===== config.mk =====
export PLATFORM = sky130hd
export DESIGN_NAME = acc_tile_sched
export DESIGN_NICKNAME = d
export VERILOG_FILES = /design/src/rtl/acc_tile_sched.sv
export SDC_FILE = /design/constraint.sdc
export NUM_CORES = 1
export LEC_CHECK = 0
export CORE_MARGIN = 1
export CORE_UTILIZATION = 51
export DETAILED_ROUTE_END_ITERATION = 7
export GPL_TIMING_DRIVEN = 0
export PLACE_DENSITY = 0.93
export SYNTH_ARGS = -nofsm -noshare
export SYNTH_HDL_FRONTEND = slang
export SYNTH_SLANG_ARGS = --single-unit

===== constraint.sdc =====
create_clock -name clk -period 4.4 [get_ports clk]
set_input_delay 0.44 -clock clk [delete_from_list [all_inputs] [get_ports clk]]
set_output_delay 0.44 -clock clk [all_outputs]
set_load 0.01 [all_outputs]

===== src/rtl/acc_tile_sched.sv =====
// acc_tile_sched
// ----------------------------------------------------------------------------
// Tile-level sequencer that sits between kernel control and the conv engine /
// AXI masters. A single op_start pulse launches a job of cfg_num_tiles tiles.
// Each tile goes through the same steps in order:
//   1. request the IFM and weight reads, then wait for both to complete
//   2. start the conv engine, then wait for end_conv
//   3. issue one AXI write of the tile's OFM, then wait for wmst_done
// After the last tile, a one-cycle sched_done pulse is emitted and the block
// returns to idle.
//
// Optional feature (compile-time macro ACC_SCHED_WGT_REUSE_EN):
//   When the macro is defined, weights are loaded for tile 0 only. For every
//   later tile, wgt_req_out stays low and the load phase waits on ifm_done
//   alone. When the macro is undefined, weights are requested for every tile.
//
// Ports:
//   clk, rst            clock; synchronous active-high reset
//   op_start            job start pulse (only accepted when idle)
//   cfg_num_tiles       number of tiles in the job       (sampled on op_start)
//   cfg_ofm_base        OFM base byte address            (sampled on op_start)
//   cfg_tile_bytes      OFM bytes written per tile       (sampled on op_start)
//   ifm_req_out         IFM read request pulse
//   ifm_done            IFM read complete pulse
//   wgt_req_out         weight read request pulse
//   wgt_done            weight read complete pulse
//   eng_start           conv engine start pulse
//   end_conv            conv engine finished pulse
//   wmst_req_out        write master request pulse
//   wmst_xfer_addr_out  write address; valid and stable from WR_REQ to WR_WAIT
//   wmst_xfer_size_out  write size in bytes, zero-extended to 64 bits
//   wmst_done           write complete pulse
//   tile_idx            index of the tile currently being processed
//   sched_busy          high while a job is in flight, FINISH included
//   sched_done          one-cycle pulse at job completion
// ----------------------------------------------------------------------------
module acc_tile_sched #(
  parameter int ADDR_WIDTH = 64,
  parameter int TILE_W     = 16,
  parameter int SIZE_WIDTH = 32
) (
  input  logic                  clk,
  input  logic                  rst,
  input  logic                  op_start,
  input  logic [TILE_W-1:0]     cfg_num_tiles,
  input  logic [ADDR_WIDTH-1:0] cfg_ofm_base,
  input  logic [SIZE_WIDTH-1:0] cfg_tile_bytes,
  output logic                  ifm_req_out,
  input  logic                  ifm_done,
  output logic                  wgt_req_out,
  input  logic                  wgt_done,
  output logic                  eng_start,
  input  logic                  end_conv,
  output logic                  wmst_req_out,
  output logic [ADDR_WIDTH-1:0] wmst_xfer_addr_out,
  output logic [63:0]           wmst_xfer_size_out,
  input  logic                  wmst_done,
  output logic [TILE_W-1:0]     tile_idx,
  output logic                  sched_busy,
  output logic                  sched_done
);

`ifdef ACC_SCHED_WGT_REUSE_EN
  localparam bit WGT_REUSE = 1'b1;
`else
  localparam bit WGT_REUSE = 1'b0;
`endif

  typedef enum logic [2:0] {
    S_IDLE,
    S_LOAD_REQ,
    S_LOAD_WAIT,
    S_ENG_START,
    S_ENG_WAIT,
    S_WR_REQ,
    S_WR_WAIT,
    S_FINISH
  } state_e;

  state_e                state_q,      state_d;
  logic [TILE_W-1:0]     num_tiles_q,  num_tiles_d;
  logic [SIZE_WIDTH-1:0] tile_bytes_q, tile_bytes_d;
  logic [ADDR_WIDTH-1:0] addr_q,       addr_d;      // running base + idx*bytes
  logic [ADDR_WIDTH-1:0] wr_addr_q,    wr_addr_d;   // address presented to AXI
  logic [TILE_W-1:0]     tile_idx_q,   tile_idx_d;
  logic                  ifm_got_q,    ifm_got_d;
  logic                  wgt_got_q,    wgt_got_d;
  logic                  ifm_req_q,    ifm_req_d;
  logic                  wgt_req_q,    wgt_req_d;
  logic                  eng_start_q,  eng_start_d;
  logic                  wmst_req_q,   wmst_req_d;
  logic                  busy_q,       busy_d;
  logic                  done_q,       done_d;

  logic last_tile;
  assign last_tile = (tile_idx_q == (num_tiles_q - TILE_W'(1)));

  // --------------------------------------------------------------------------
  // Next-state logic
  // --------------------------------------------------------------------------
  always_comb begin
    // NOTE: every signal written here is given a default first, so no path
    // through the case statement can leave a value unassigned and infer a latch.
    state_d      = state_q;
    num_tiles_d  = num_tiles_q;
    tile_bytes_d = tile_bytes_q;
    addr_d       = addr_q;
    wr_addr_d    = wr_addr_q;
    tile_idx_d   = tile_idx_q;
    ifm_got_d    = ifm_got_q;
    wgt_got_d    = wgt_got_q;

    unique case (state_q)
      S_IDLE: begin
        if (op_start) begin
          num_tiles_d  = cfg_num_tiles;
          tile_bytes_d = cfg_tile_bytes;
          addr_d       = cfg_ofm_base;
          tile_idx_d   = '0;
          state_d      = (cfg_num_tiles == '0) ? S_FINISH : S_LOAD_REQ;
        end
      end

      S_LOAD_REQ: begin
        ifm_got_d = 1'b0;
        // Under weight reuse, tiles after the first already hold their weights.
        wgt_got_d = WGT_REUSE && (tile_idx_q != '0);
        state_d   = S_LOAD_WAIT;
      end

      S_LOAD_WAIT: begin
        // Include this cycle's done pulses, so the phase ends on the cycle the
        // last of them arrives rather than one cycle later.
        ifm_got_d = ifm_got_q | ifm_done;
        wgt_got_d = wgt_got_q | wgt_done;
        if (ifm_got_d && wgt_got_d) begin
          state_d = S_ENG_START;
        end
      end

      S_ENG_START: state_d = S_ENG_WAIT;

      S_ENG_WAIT: begin
        if (end_conv) begin
          state_d = S_WR_REQ;
        end
      end

      S_WR_REQ: state_d = S_WR_WAIT;

      S_WR_WAIT: begin
        if (wmst_done) begin
          if (last_tile) begin
            state_d = S_FINISH;
          end else begin
            tile_idx_d = tile_idx_q + TILE_W'(1);
            addr_d     = addr_q + ADDR_WIDTH'(tile_bytes_q);
            state_d    = S_LOAD_REQ;
          end
        end
      end

      S_FINISH: begin
        tile_idx_d = '0;
        state_d    = S_IDLE;
      end

      default: state_d = S_IDLE;
    endcase

    // The write address is frozen on entry to WR_REQ. This keeps the AXI
    // address stable across the write, even though addr_q advances afterwards.
    if (state_d == S_WR_REQ) begin
      wr_addr_d = addr_q;
    end

    // Outputs are decoded from the next state, so that they leave a flop in
    // the same cycle the FSM enters the corresponding state.
    ifm_req_d   = (state_d == S_LOAD_REQ);
    wgt_req_d   = (state_d == S_LOAD_REQ) && (!WGT_REUSE || (tile_idx_d == '0));
    eng_start_d = (state_d == S_ENG_START);
    wmst_req_d  = (state_d == S_WR_REQ);
    busy_d      = (state_d != S_IDLE);
    done_d      = (state_d == S_FINISH);
  end

  // --------------------------------------------------------------------------
  // State registers
  // --------------------------------------------------------------------------
  // NOTE: every flop is assigned with <= so that all registers sample their
  // _d values from the same edge, independent of statement order.
  always_ff @(posedge clk) begin
    if (rst) begin
      state_q      <= S_IDLE;
      num_tiles_q  <= '0;
      tile_bytes_q <= '0;
      addr_q       <= '0;
      wr_addr_q    <= '0;
      tile_idx_q   <= '0;
      ifm_got_q    <= 1'b0;
      wgt_got_q    <= 1'b0;
      ifm_req_q    <= 1'b0;
      wgt_req_q    <= 1'b0;
      eng_start_q  <= 1'b0;
      wmst_req_q   <= 1'b0;
      busy_q       <= 1'b0;
      done_q       <= 1'b0;
    end else begin
      state_q      <= state_d;
      num_tiles_q  <= num_tiles_d;
      tile_bytes_q <= tile_bytes_d;
      addr_q       <= addr_d;
      wr_addr_q    <= wr_addr_d;
      tile_idx_q   <= tile_idx_d;
      ifm_got_q    <= ifm_got_d;
      wgt_got_q    <= wgt_got_d;
      ifm_req_q    <= ifm_req_d;
      wgt_req_q    <= wgt_req_d;
      eng_start_q  <= eng_start_d;
      wmst_req_q   <= wmst_req_d;
      busy_q       <= busy_d;
      done_q       <= done_d;
    end
  end

  assign ifm_req_out        = ifm_req_q;
  assign wgt_req_out        = wgt_req_q;
  assign eng_start          = eng_start_q;
  assign wmst_req_out       = wmst_req_q;
  assign wmst_xfer_addr_out = wr_addr_q;
  assign wmst_xfer_size_out = 64'(tile_bytes_q);
  assign tile_idx           = tile_idx_q;
  assign sched_busy         = busy_q;
  assign sched_done         = done_q;

endmodule


Yosys cells after proc, flatten, opt, wreduce, memory -nomap -nowiden
Index checks and enable logic that the tools add are counted.

Bitwise gates (word level): 2. Reduce and logical (&&, ||, !) cells: 10. Multiplexer cells: 17. Equal/unequal tests: 15. Add/sub/neg operators: 3.

Operators by type and width (number): 2-to-1 mux 64 bit (3); one-hot mux 64 bit (2 select lines) (1); adder 64 x 32 -> 64 bit (1); 2-to-1 mux 16 bit (3); one-hot mux 16 bit (3 select lines) (1); one-hot mux 3 bit (8 select lines) (1); equality test 3 bit, second input constant (6); 2-to-1 mux 3 bit (6); adder 16 x 1 -> 16 bit, second input constant (1); equality test 16 bit (1); zero test 16 bit (1); subtractor 16 x 1 -> 16 bit, second input constant (1); equality test 3 x 2 -> 1 bit, second input constant (3); AND reduction 4 bit (2); equality test 3 x 1 -> 1 bit, second input constant (2); != test 2 bit, second input constant (3); nonzero test 3 bit (2); one-hot mux 1 bit (2 select lines) (2); nonzero test 2 bit (2); zero test 3 bit (1); bitwise OR 1 bit (2); AND reduction 2 bit (1); logical AND 1 bit (1).

Bits in registers: 202. Output and inout bits: 150. Input port bits: 119. Word-level logic and storage cells: 60.

Longest topological paths before layout
Depth in word-level cells: 6. Gate-level depth with buffers: 13.

Worst setup path after synthesis
OpenSTA, ideal clock, no wires.

Path kind: register to register. From: register tile_bytes_q[0]. To: register addr_q[40]. Library setup time: 137 ps. Path buffers: 1. Period minus slack after synthesis: 3419 ps. Data arrival time: 3282 ps. Required time: 4263 ps. Setup slack: 981 ps. Cell stages (with the launch flop): 14. Path through: dfxtp_1 -> ha_1 -> inv_1 -> fa_1 -> nor2b_1 -> o31a_1 -> a21oi_1 -> o31ai_1 -> a31oi_1 -> o21a_1 -> clkbuf_1 -> or4b_2 -> o21ai_0 -> a211oi_1.

Word-level cells in the longest chain between the ends: 4.

RTL lines: start, declared (line 82) `logic [SIZE_WIDTH-1:0] tile_bytes_q, tile_bytes_d;`; start signal, assigned (line 211) `tile_bytes_q <= tile_bytes_d;`; adder 64 x 32 -> 64 bit (line 157) `addr_d = addr_q + ADDR_WIDTH'(tile_bytes_q);`; 2-to-1 mux 64 bit (line 153) `if (last_tile) begin`; 2-to-1 mux 64 bit (line 152) `if (wmst_done) begin`; one-hot mux 64 bit (2 select lines) (line 113) `unique case (state_q)`; end signal, assigned (line 212) `addr_q <= addr_d;`; end, declared (line 83) `logic [ADDR_WIDTH-1:0] addr_q, addr_d;`.

Every way passes these cells. The select of a mux whose other input is x is not followed. A chain may end at the register's enable or synchronous reset.

Worst setup path in the final report
From: register num_tiles_q[0]. To: register addr_q[32].

Word-level cells in the longest chain between the ends: 4.

RTL lines: start, declared (line 81) `logic [TILE_W-1:0] num_tiles_q, num_tiles_d;`; start signal, assigned (line 210) `num_tiles_q <= num_tiles_d;`; subtractor 16 x 1 -> 16 bit (line 96) `assign last_tile = (tile_idx_q == (num_tiles_q - TILE_W'(1)));`; equality test 16 bit (line 96); != test 2 bit (no line); AND reduction 4 bit (no line).

Every way passes these cells.

==> flow_summary_export.csv <==
group,metric,value,unit
status,status,"finished, violations left",
status,violations,"DRC",
sta,clock_skew,11.6,ps
finish,drive_above_1_share,0.0560,
sta,tns,0,ps
placed_design,place_inst,2048,
yosys,synth.top_cells.by_count,"nand2_1, dfxtp_1, a21oi_1, nor2_1, clkbuf_1",
worst_setup_path,cp_data_arrival_time,4740,ps
sta,slew_headroom,0.261,
yosys,syn_area,0.0113,sq mm
route,wl_met2,19300,microns
clocking,clock_latency,520,ps
floorplan,die_area,0.0228,sq mm
global_routing,grt_pass1_vias,11900,
global_routing,grt_usage,0.367,
worst_setup_path,crit_type,"flip-flop to flip-flop",
yosys,synth_edf_count,0,
worst_setup_path,critPathLaunchType,"flip-flop",
power,power.density,380,mW/mm^2
yosys,synthCells,1502,
clocking,cts_hold_buf,0,
route,ant_nets,0,
yosys,synth.most_common_cell,"nand2_1",
sta,hold_viol,0,
route,dr.pass1.iters,8,
sta,period_needed,4290,ps
worst_setup_path,cp_cell_sequence,"inv_1 > ha_1 > nor4b_4 > xnor2_1 > or4_1 > a2111o_1 > o41ai_1 > o21ai_1 > clkbuf_1 > o21ai_0 > a22oi_1 > nor2_1",
clocking,cts_max_path_buffers,3,
floorplan,start_util,0.520,
clocking,htree_levels,1,
worst_setup_path,reg2regPathDepth,12,
floorplan,die_w,151,microns
worst_setup_path,required,4840,ps
global_routing,grt_pass1_wl,64500,microns
hold_path,hp-start,"rst",
yosys,yosysUniqueCellTypes,77,
route,dr.max_layer_used,"met4",
finish,utilization,0.685,
route,met1_length,16300,microns
sta,rsz0062_at_grt,"no",
power,p_leak,0.00557,uW
placed_design,hpwl,31300,microns
clocking,cts_root_buffer,"clkbuf_16",
finish,nets,1946,
sta,hold_ws,340,ps
route,drc,1,
flow_run,max_cap_violations,0,
route,wl_per_cell,20.4,microns
clocking,cts_tree,"built",
sta,period_share,0.976,
finish,antennaDiodeCount,0,
clocking,numCtsBuffers,22,
yosys,synth_seq_cells,202,
worst_setup_path,cp_slowest_stage_delay,960,ps
clocking,clkTransAtPathRegs,60,ps
yosys,ys_seq_area_frac,0.358,
sta,tightestPinTransition,1110,ps
route,drt_iter0_drc,1101,
floorplan,die_h,151,microns
yosys,ys_top_cells_by_area,"dfxtp_1, nand2_1, a21oi_1",
hold_path,hold_class,"input pin to flip-flop",
global_routing,antenna_found_initial,0,
global_routing,grt_max_degree,14,
finish,fin_area,0.0149,sq mm
hold_path,holdPathEnd,"state_q[1]",
worst_setup_path,worst_path_max_delay_cell,"o41ai_1",
floorplan,coreArea,0.0218,sq mm
placed_design,routabilityCongestion,0.985,
clocking,post_cts_buffers,0,
route,wl_met3,4680,microns
sta,drv_slew,0,
yosys,avgSynthCellArea,7.53,sq um
placed_design,io_buffers,235,
floorplan,rows,54,
placed_design,place_area,0.0141,sq mm
yosys,synth_ff_type,"dfxtp_1",
finish,area_growth,31.8,%
yosys,synth_top_area_share,0.358,
worst_setup_path,r2r-start,"num_tiles_q[0]",
finish,layout.cells.non_filler,2084,
yosys,yosys.area.top_type,"dfxtp_1",
power,max-vdd-ir-drop,0.290,mV
global_routing,overflow,0,
clocking,clock_sinks,202,
worst_setup_path,r2r_slack,110,ps
floorplan,ios,269,
sta,max_freq,233,MHz
yosys,synth_warnings,0,
yosys,synth-async-reset-ratio,0,
worst_setup_path,crit_cells,12,
route,finalWirelength,42500,microns
worst_setup_path,path_delay_family,"compound AO/OA/AOI/OAI gates",
clocking,cts_resized,0,
worst_setup_path,r2r-end,"addr_q[32]",
route,vias_per_cell,6.13,
route,vias,12800,
worst_setup_path,path_max_fanout,10,
hold_path,min_path_cells,2,
sta,setup_viol,0,
worst_setup_path,crit_buf_inv,2,
worst_setup_path,endpoint_kind,"flip-flop",
==> power breakdown <==
| part | switching, uW | total, uW | leakage (uW) | internal (uW) |
|---|---|---|---|---|
| clock network | 783 | 2010 | 0.000380 | 1230 |
| registers | 180 | 2160 | 0.00165 | 1980 |
| logic | 885 | 1490 | 0.00354 | 602 |
==> worst register-to-register path: stages (launching register included) <==
cell and delay (ps):
dfxtp_1 350, inv_1 80, ha_1 180, nor4b_4 310
xnor2_1 130, or4_1 410, a2111o_1 410, o41ai_1 960
o21ai_1 430, clkbuf_1 520, o21ai_0 230, a22oi_1 90
nor2_1 120
==> sequential cells by signal (all words and copies together), names as in the netlist <==
register and count:
wgt_got_q 1, sched_busy 1, eng_start 1, sched_done 1, num_tiles_q 16, tile_bytes_q 32
wgt_req_out 1, state_q 3, wmst_req_out 1, ifm_got_q 1, wmst_xfer_addr_out 64, addr_q 64
tile_idx 16
==> metal layers <==
metal  vias up  GRT usage
met5         -          0
met4         0      0.191
met3       173     0.0822
met2       793      0.599
met1      5957      0.452
li1       5855          -
==> cell usage in the layout, fill, tap and decap left out, types with 36 or more instances in the layout <==
cell / instances
a21oi_1: 185
nor3_1: 39
nand3_1: 46
clkbuf_1: 95
nor2_1: 104
buf_4: 36
o21ai_0: 39
nand2_1: 324
dfxtp_1: 202
clkdlybuf4s50_1: 235
==> through the flow <==
stage               power [uW]  setup WS (ps)
CTS                       5610            283
global route              5860          0.697
detailed placement        3620            354
global placement          3590            397
finish                    5660            107
floorplan                 3070            981
==> layout make-up <==
cell class	count	area, sq um
fill	1771	6860
multi-input combinational	1169	6610
sequential	202	4040
timing repair buffer	235	2350
buffer	143	712
clock buffer	28	624
tap	280	350
clock inverter	8	140
inverter	19	71.3
==> logic make-up after synthesis <==
| family | share of synthesized area |
|---|---|
| XOR/XNOR | 0.0403 |
| other | 0.000332 |
| buffers and inverters | 0.0693 |
| AND/OR/NAND/NOR | 0.253 |
| AO/OA/AOI/OAI | 0.225 |
| adder cells (fa/ha/maj) | 0.0394 |
| flip-flops | 0.358 |
| multiplexers | 0.0148 |
==> worst max-delay path by stage <==
stage | start | endpoint | slack (ps)
after floorplan | tile_bytes_q[0] | addr_q[40] | 980
after global placement | tile_bytes_q[0] | addr_q[40] | 400
after detailed placement | tile_bytes_q[0] | addr_q[40] | 350
after CTS | addr_q[7] | addr_q[59] | 280
after global routing | num_tiles_q[0] | addr_q[40] | 0.7
final | num_tiles_q[0] | addr_q[32] | 110
(Power assumes the default switching activity.)
